[config.mk]
export PLATFORM = sky130hd
export DESIGN_NAME = fp_normalizer_flat
export DESIGN_NICKNAME = d
export VERILOG_FILES = /design/src/rtl/fp_normalizer_if.sv /design/src/rtl/fp_normalizer.sv /design/src/flat_wrapper.sv
export SDC_FILE = /design/constraint.sdc
export NUM_CORES = 1
export LEC_CHECK = 0
export CAP_MARGIN = 20
export CORE_MARGIN = 2
export CORE_UTILIZATION = 52
export CTS_BUF_LIST = sky130_fd_sc_hd__clkbuf_16
export DETAILED_ROUTE_END_ITERATION = 8
export DONT_BUFFER_PORTS = 1
export PLACE_DENSITY = 0.71
export SKIP_CTS_REPAIR_TIMING = 1
export SYNTH_ARGS = -nofsm -noshare
export SYNTH_HDL_FRONTEND = slang
export SYNTH_SLANG_ARGS = --single-unit
[constraint.sdc]
create_clock -name clk -period 6.7 [get_ports clk]
set_input_delay 0 -clock clk [delete_from_list [all_inputs] [get_ports clk]]
set_output_delay 0 -clock clk [all_outputs]
set_load 0.05 [all_outputs]
[src/rtl/fp_normalizer_if.sv]
// fp_normalizer_if: operand/result handshake bundle for the iterative left-normalizer.
interface fp_normalizer_if #(
    parameter int MANT_W = 28,
    parameter int EXP_W  = 8,
    parameter int SH_W   = $clog2(MANT_W + 1)
);
    logic              in_valid;
    logic              in_ready;
    logic              in_sign;
    logic [EXP_W-1:0]  in_exp;
    logic [MANT_W-1:0] in_mant;
    logic              out_valid;
    logic              out_ready;
    logic              out_sign;
    logic [EXP_W-1:0]  out_exp;
    logic [MANT_W-1:0] out_mant;
    logic [SH_W-1:0]   out_shift;
    logic              out_zero;
    modport master (
        output in_valid, in_sign, in_exp, in_mant, out_ready,
        input  in_ready, out_valid, out_sign, out_exp, out_mant, out_shift, out_zero
    );
    modport slave (
        input  in_valid, in_sign, in_exp, in_mant, out_ready,
        output in_ready, out_valid, out_sign, out_exp, out_mant, out_shift, out_zero
    );
endinterface

[src/rtl/fp_normalizer.sv]
// fp_normalizer: shifts a mantissa left one nibble per cycle until normalized, bounded by exponent headroom.
module fp_normalizer #(
    parameter int MANT_W = 28,
    parameter int EXP_W  = 8,
    parameter int SH_W   = $clog2(MANT_W + 1)
) (
    input logic clk,
    input logic rst,
    fp_normalizer_if.slave bus
);
    typedef enum logic [1:0] {IDLE, SHIFT, DONE} state_t;
    state_t state;
    logic [3:0] top;
    logic [2:0] k, amt;
    logic [EXP_W-1:0] em1, nexp;
    logic [MANT_W-1:0] nmant;
    logic fin;
    assign bus.in_ready = (state == IDLE);
    // The output registers double as the working mantissa/exponent while in SHIFT.
    always_comb begin
        top   = bus.out_mant[MANT_W-1 -: 4];
        k     = top[3] ? 3'd0 : top[2] ? 3'd1 : top[1] ? 3'd2 : top[0] ? 3'd3 : 3'd4;
        em1   = bus.out_exp - EXP_W'(1);
        amt   = (EXP_W'(k) > em1) ? em1[2:0] : k;
        nmant = bus.out_mant << amt;
        nexp  = bus.out_exp - EXP_W'(amt);
        fin   = (k != 3'd4) || (amt != k);
    end
    always_ff @(posedge clk or posedge rst) begin
        if (rst) begin
            state         <= IDLE;
            bus.out_valid <= 1'b0;
            bus.out_sign  <= 1'b0;
            bus.out_exp   <= '0;
            bus.out_mant  <= '0;
            bus.out_shift <= '0;
            bus.out_zero  <= 1'b0;
        end else begin
            case (state)
                IDLE: if (bus.in_valid) begin
                    bus.out_sign  <= bus.in_sign;
                    bus.out_shift <= '0;
                    bus.out_zero  <= (bus.in_mant == '0);
                    bus.out_exp   <= (bus.in_mant == '0) ? '0 : bus.in_exp;
                    bus.out_mant  <= bus.in_mant;
                    if (bus.in_mant == '0 || bus.in_exp == '0) begin
                        state         <= DONE;
                        bus.out_valid <= 1'b1;
                    end else begin
                        state <= SHIFT;
                    end
                end
                SHIFT: begin
                    bus.out_mant  <= nmant;
                    bus.out_shift <= bus.out_shift + SH_W'(amt);
                    // Exponent stuck at 1 with an unnormalized mantissa is encoded as denormal.
                    bus.out_exp   <= (fin && nexp == EXP_W'(1) && !nmant[MANT_W-1]) ? '0 : nexp;
                    if (fin) begin
                        state         <= DONE;
                        bus.out_valid <= 1'b1;
                    end
                end
                DONE: if (bus.out_ready) begin
                    state         <= IDLE;
                    bus.out_valid <= 1'b0;
                end
                default: state <= IDLE;
            endcase
        end
    end
endmodule

[src/flat_wrapper.sv]
// flat-port wrapper written by rule: the top's interface ports become plain ports
module fp_normalizer_flat 
#(
    parameter int MANT_W = 28,
    parameter int EXP_W  = 8,
    parameter int SH_W   = $clog2(MANT_W + 1)
)
  (clk, rst, bus_in_valid, bus_in_sign, bus_in_exp, bus_in_mant, bus_out_ready, bus_in_ready, bus_out_valid, bus_out_sign, bus_out_exp, bus_out_mant, bus_out_shift, bus_out_zero);
  fp_normalizer_if #(.MANT_W(MANT_W), .EXP_W(EXP_W), .SH_W(SH_W)) bus_i ();
  input logic clk;
  input logic rst;
  input wire logic [$bits(bus_i.in_valid)-1:0] bus_in_valid;
  input wire logic [$bits(bus_i.in_sign)-1:0] bus_in_sign;
  input wire logic [$bits(bus_i.in_exp)-1:0] bus_in_exp;
  input wire logic [$bits(bus_i.in_mant)-1:0] bus_in_mant;
  input wire logic [$bits(bus_i.out_ready)-1:0] bus_out_ready;
  output wire logic [$bits(bus_i.in_ready)-1:0] bus_in_ready;
  output wire logic [$bits(bus_i.out_valid)-1:0] bus_out_valid;
  output wire logic [$bits(bus_i.out_sign)-1:0] bus_out_sign;
  output wire logic [$bits(bus_i.out_exp)-1:0] bus_out_exp;
  output wire logic [$bits(bus_i.out_mant)-1:0] bus_out_mant;
  output wire logic [$bits(bus_i.out_shift)-1:0] bus_out_shift;
  output wire logic [$bits(bus_i.out_zero)-1:0] bus_out_zero;
  assign bus_i.in_valid = bus_in_valid;
  assign bus_i.in_sign = bus_in_sign;
  assign bus_i.in_exp = bus_in_exp;
  assign bus_i.in_mant = bus_in_mant;
  assign bus_i.out_ready = bus_out_ready;
  assign bus_in_ready = bus_i.in_ready;
  assign bus_out_valid = bus_i.out_valid;
  assign bus_out_sign = bus_i.out_sign;
  assign bus_out_exp = bus_i.out_exp;
  assign bus_out_mant = bus_i.out_mant;
  assign bus_out_shift = bus_i.out_shift;
  assign bus_out_zero = bus_i.out_zero;
  fp_normalizer #(.MANT_W(MANT_W), .EXP_W(EXP_W), .SH_W(SH_W)) u_core (.clk(clk), .rst(rst), .bus(bus_i));
endmodule
-- After elaboration in Yosys (flattened, before gate mapping)
Index checks and enable logic that the tools add are counted.
- $mul: 0
- reductions and logical operators: 14
- div/mod/pow operators: 0
- bitwise operators: 0
- add/sub/neg operators: 3
- eq/ne operators: 9
- shift-type cells: 1
- magnitude comparators: 1
- mux-type cells: 23
- operators by type and width (kind ; number):
    $pmux W28 S2 ; 1
    $logic_not A28 Y1 ; 1
    $mux W28 ; 1
    $shl A28 B3 Y28 ; 1
    $mux W8 ; 3
    $pmux W8 S2 ; 1
    $mux W3 ; 5
    $pmux W5 S2 ; 1
    $eq A8 B1 Y1 const B ; 1
    $gt A3 B8 Y1 ; 1
    $logic_not A8 Y1 ; 1
    $mux W2 ; 4
    $sub A8 B1 Y8 const B ; 1
    $sub A8 B3 Y8 ; 1
    $pmux W2 S3 ; 1
    $add A5 B3 Y5 ; 1
    $mux W5 ; 1
    $reduce_and A5 Y1 ; 1
    $mux W1 ; 4
    $ne A2 B1 Y1 const B ; 2
    $ne A2 B2 Y1 const B ; 2
    $reduce_and A2 Y1 ; 2
    $ne A3 B3 Y1 ; 1
    $ne A3 B3 Y1 const B ; 1
    other kinds (10) ; 12
- latch bits: 0
- input port bits: 41
- bits in read-only memories: 0
- memories kept: 0
- logic and storage cells: 58
- memory bits (writable): 0
- register bits: 46
- output and inout port bits: 45

-- Longest topological paths before layout
- word-level depth: 12
- depth in mapped cells: 18
- depth with buffers taken out: 18

-- Worst setup path after synthesis
OpenSTA, ideal clock, no wires.
- kind: register -> register
- start: register u_core.bus.out_exp[0]
- end: register u_core.bus.out_exp[6]
- arrival time: 4.130 ns
- setup time: 0.126 ns
- period minus slack after synthesis: 4.255 ns
- buffers on the path: 1
- stages on the path, launching flop included: 18
- data required time: 6.574 ns
- setup slack: 2.445 ns
- path through: dfrtp_1 inv_2 ha_1 xnor2_1 ha_1 nand3_1 nand4_1 a21oi_2 nand2_4 a21oi_4 clkbuf_1 xnor2_1 ha_1 a311o_1 maj3_1 nor4_2 mux2i_1 nand3_1
- cells in the longest elaborated chain, start to end: 9
- elaborated cells on any way between the ends: 13
- those cells by class: add/sub (2); order compare (1); eq/ne (2); shift (1); mux (3); reduce/logical (4)
- ends and longest elaborated chain (element ; RTL line ; text):
    start, declared ; fp_normalizer_if.sv:25 ; output in_ready, out_valid, out_sign, out_exp, out_mant, out_shift, out_zero
    start signal, assigned ; fp_normalizer.sv:44 ; bus.out_exp <= (bus.in_mant == '0) ? '0 : bus.in_exp;
    start signal, assigned ; fp_normalizer.sv:57 ; bus.out_exp <= (fin && nexp == EXP_W'(1) && !nmant[MANT_W-1]) ? '0 : nexp;
    $sub A8 B1 Y8 ; fp_normalizer.sv:23 ; em1 = bus.out_exp - EXP_W'(1);
    $gt A3 B8 Y1 ; fp_normalizer.sv:24 ; amt = (EXP_W'(k) > em1) ? em1[2:0] : k;
    $mux W3 ; fp_normalizer.sv:24 ;
    $sub A8 B3 Y8 / $ne A3 B3 Y1 (equally long branches) ; fp_normalizer.sv:26, fp_normalizer.sv:27 ;
    $eq A8 B1 Y1 / $logic_or A1 B1 Y1 (equally long branches) ; fp_normalizer.sv:57, fp_normalizer.sv:27 ;
    $logic_and A1 B1 Y1 (2 in series) ; fp_normalizer.sv:57 ;
    $mux W8 (*) ; fp_normalizer.sv:57 ;
    $pmux W8 S2 (*) ; fp_normalizer.sv:39 ; case (state)
Mark *: on every way between the ends. The rest lies on a longest branch, timed or not.
A chain may end at the register's enable or synchronous reset.

-- Worst setup path after layout
Ends and elaborated chain as after synthesis.

==> key figures <==
Min path
  – Worst Hold Path EP: u_core.bus.out_mant[27]
  – Path type of the worst min-delay path: input port to flop
  – Start point of the worst hold path: bus_in_valid
  – Number of stages on the worst hold path: 3

Detailed routing
  – Wire length per cell: 20.5 um
  – Total length of routed wires: 10.7 mm
  – Total vias in the final route: 3600
  – Number of remaining DRC errors: 0
  – First-pass iteration count of the detailed router: 7
  – Number of routed nets with antenna violations: 0
  – Iter 0 DRT Violations: 379
  – Routed via count divided by cell count: 6.90

Setup path
  – Required @ worst endpoint: 6.87 ns
  – CP arrival: 4.86 ns
  – Endpoint of the most critical register-to-register path: u_core.bus.out_exp[6]
  – Maximum fanout along the worst path: 25
  – Category of the worst setup path capture point: flop
  – Critical Path Start Type: flop
  – Setup CP Type: flop to flop
  – Minimum setup slack among reg-to-reg paths: 2.00 ns
  – R2R Path Start: u_core.bus.out_exp[0]
  – Length in cells of the worst reg-to-reg path: 19

Timing
  – Maximum frequency from static timing analysis: 213 MHz
  – Crit path time final: 4.70 ns
  – Number of endpoints failing setup at the final stage: 0
  – Maximum clock skew at final layout: 0.00402 ns
  – Transition at the pin with the smallest max-transition slack: 1.09 ns
  – Setup TNS: 0 ns
  – Count of pins over their slew limit: 0
  – Slew Limit Headroom: 27.1%
  – Final hold viol count: 11
  – RSZ-0062 raised after global routing: no
  – Final worst-path cycle share: 70.1%
  – Hold Slack: -0.0404 ns

Global route
  – Overall overflow remaining after global route: 0
  – Antenna violations before repair: 0
  – Total routing resource utilization after global routing: 28.3%
  – Maximum number of pins on one net before global-route repair: 47
  – First-pass GRT wire length: 17.2 mm
  – Number of global-route vias before repair: 3350

Synthesis
  – Synthesized netlist cell count: 434
  – Commonest cells post-synth: nand2_1 (52), dfrtp_1 (46), mux2i_1 (38)
  – Post-synthesis net count: 483
  – Leading register cell type out of synthesis: dfrtp_1
  – Synth unique cells: 63
  – Post-synth design cell area: 3610 um^2
  – Proportion of synthesized flip-flops having asynchronous set or reset: 100%
  – Sequential fraction of the synthesis area: 31.9%
  – Number of enable-type register cells in the synthesized netlist: 0
  – Cell taking the most area after synthesis: dfrtp_1
  – Portion of synthesized cell area occupied by the leading cell type: 31.9%
  – Per-instance average area after synthesis: 8.31 um^2
  – Synthesized flop and latch total: 46
  – Synth warnings: 0
  – Count leader, synth: nand2_1
  – Top cells by area, synth: dfrtp_1 (32%), mux2i_1 (11%), nand2_1 (5.4%)

Clock network
  – TritonCTS sink count: 46
  – Clock input transition at the sequential cells of the worst setup and hold paths: 0.06 ns
  – Level count of the clock H-tree: 2
  – TritonCTS clock tree: done
  – Clock buffers created by TritonCTS: 5
  – Skew-Pair Late Insertion Delay: 0.29 ns
  – Maximum root-to-sink buffer count: 2
  – Clock root buffer: clkbuf_16

Floorplan
  – Starting density of the core: 53.4%
  – IO Pins: 86
  – Die area: 7620 um^2
  – Placeable core region: 6760 um^2
  – Y dimension of the die: 87.3 um
  – Die X: 87.3 um
  – Row cnt: 30

Finish
  – Fin nets: 490
  – Count of inserted antenna diode cells: 0
  – Fraction of final layout cells sized beyond drive strength 1: 8.82%
  – Utilization after layout: 59.2%
  – Area growth, synth to finish: 10.9%

Job
  – Total of max-cap violations: 0

Place
  – Placed wire-length estimate after detailed placement: 7.48 mm
  – Number of port buffers: 0
  – Final RePlAce weighted congestion: 0.890

Outcome
  – Failing checks: hold timing
  – Run status: complete, but fails checks
[per-stage QoR]
step	cells	hold WS, ns	worst slack [ns]	area, um^2
final	522	-0.0404	2.00	4000
after global routing	522	0.000354	1.68	4000
after CTS	501	-0.159	2.00	3780
after detailed placement	493	0.144	2.02	3640
after global placement	493	0.133	2.12	3640
after floorplan	434	0.129	2.44	3610
[sequential cells by signal (all words and copies together), names as in the netlist]
name	cells
u_core.state	2
u_core.bus.out_exp	8
u_core.bus.out_valid	1
u_core.bus.out_sign	1
u_core.bus.out_zero	1
u_core.bus.out_shift	5
u_core.bus.out_mant	28
[layout make-up]
| cell class | count | area, um^2 |
|---|---|---|
| Inverter | 14 | 55.1 |
| Multi-Input combinational cell | 347 | 2290 |
| Timing Repair Buffer | 27 | 265 |
| Fill cell | 609 | 2760 |
| Tap cell | 80 | 100 |
| Clock buffer | 5 | 125 |
| Clock inverter | 3 | 12.5 |
| Sequential cell | 46 | 1150 |
[critical path, stage by stage, from the launching register on]
cell and delay [ns]:
dfrtp_1 0.74, inv_2 0.19, ha_1 0.28, xnor2_1 0.27
ha_1 0.31, nand3_1 0.08, nand4_1 0.13, a21o_1 0.24
nor3_2 0.25, a21oi_4 0.04, buf_4 0.26, inv_4 0.18
ha_1 0.16, inv_1 0.06, ha_1 0.17, a311o_1 0.31
maj3_1 0.40, nor4_2 0.18, mux2i_1 0.22, nand3_1 0.09
[how the worst max path moves through the flow]
stage | from | end | slack [ns] | cells past startpoint
2_1_floorplan | u_core.bus.out_exp[0] | u_core.bus.out_exp[6] | 2.44 | 17
3_5_place_dp | u_core.bus.out_exp[0] | u_core.bus.out_exp[6] | 2.02 | 19
4_1_cts | u_core.bus.out_exp[0] | u_core.bus.out_exp[6] | 2.00 | 19
3_3_place_gp | u_core.bus.out_exp[0] | u_core.bus.out_exp[6] | 2.12 | 19
5_1_grt | u_core.bus.out_exp[0] | u_core.bus.out_exp[6] | 1.68 | 19
6_report | u_core.bus.out_exp[0] | u_core.bus.out_exp[6] | 2.00 | 19
[metal layers]
layer	routed length (um)	vias to the layer above	track usage (%)
li1	-	1646	-
met1	4450	1739	40.2
met2	5010	192	43.7
met3	1010	23	6.73
met4	226	0	6.85
met5	0	-	0
[layout by cell type (no fill, tap or decap), types with 5 or more instances in the layout]
cell type	instances
dlygate4sd3_1	20
dfrtp_1	46
ha_1	8
nand2_1	52
inv_1	10
mux2i_1	38
buf_4	6
o21ai_1	5
o211ai_1	6
a21oi_1	31
o21ai_0	21
nor2_1	32
xnor2_1	6
o22a_1	12
nand3_1	20
clkbuf_16	5
a221oi_1	6
nor4_1	10
a21o_1	6
a31oi_1	16
[cell families (layout without fill, tap and decap cells)]
kind of cell    after synthesis  count (layout)  share of synthesized area, %
simple gates                155             155                          21.4
compound gates              135             135                          25.8
flops                        46              46                          31.9
buf+inv                      41              49                          4.68
mux                          39              39                          10.9
fa+ha+maj                    11              11                          3.64
xor+xnor                      7               7                          1.70
Power is not shown: default switching activity piles up to over one toggle a cycle in this logic, so the estimate is an artifact.
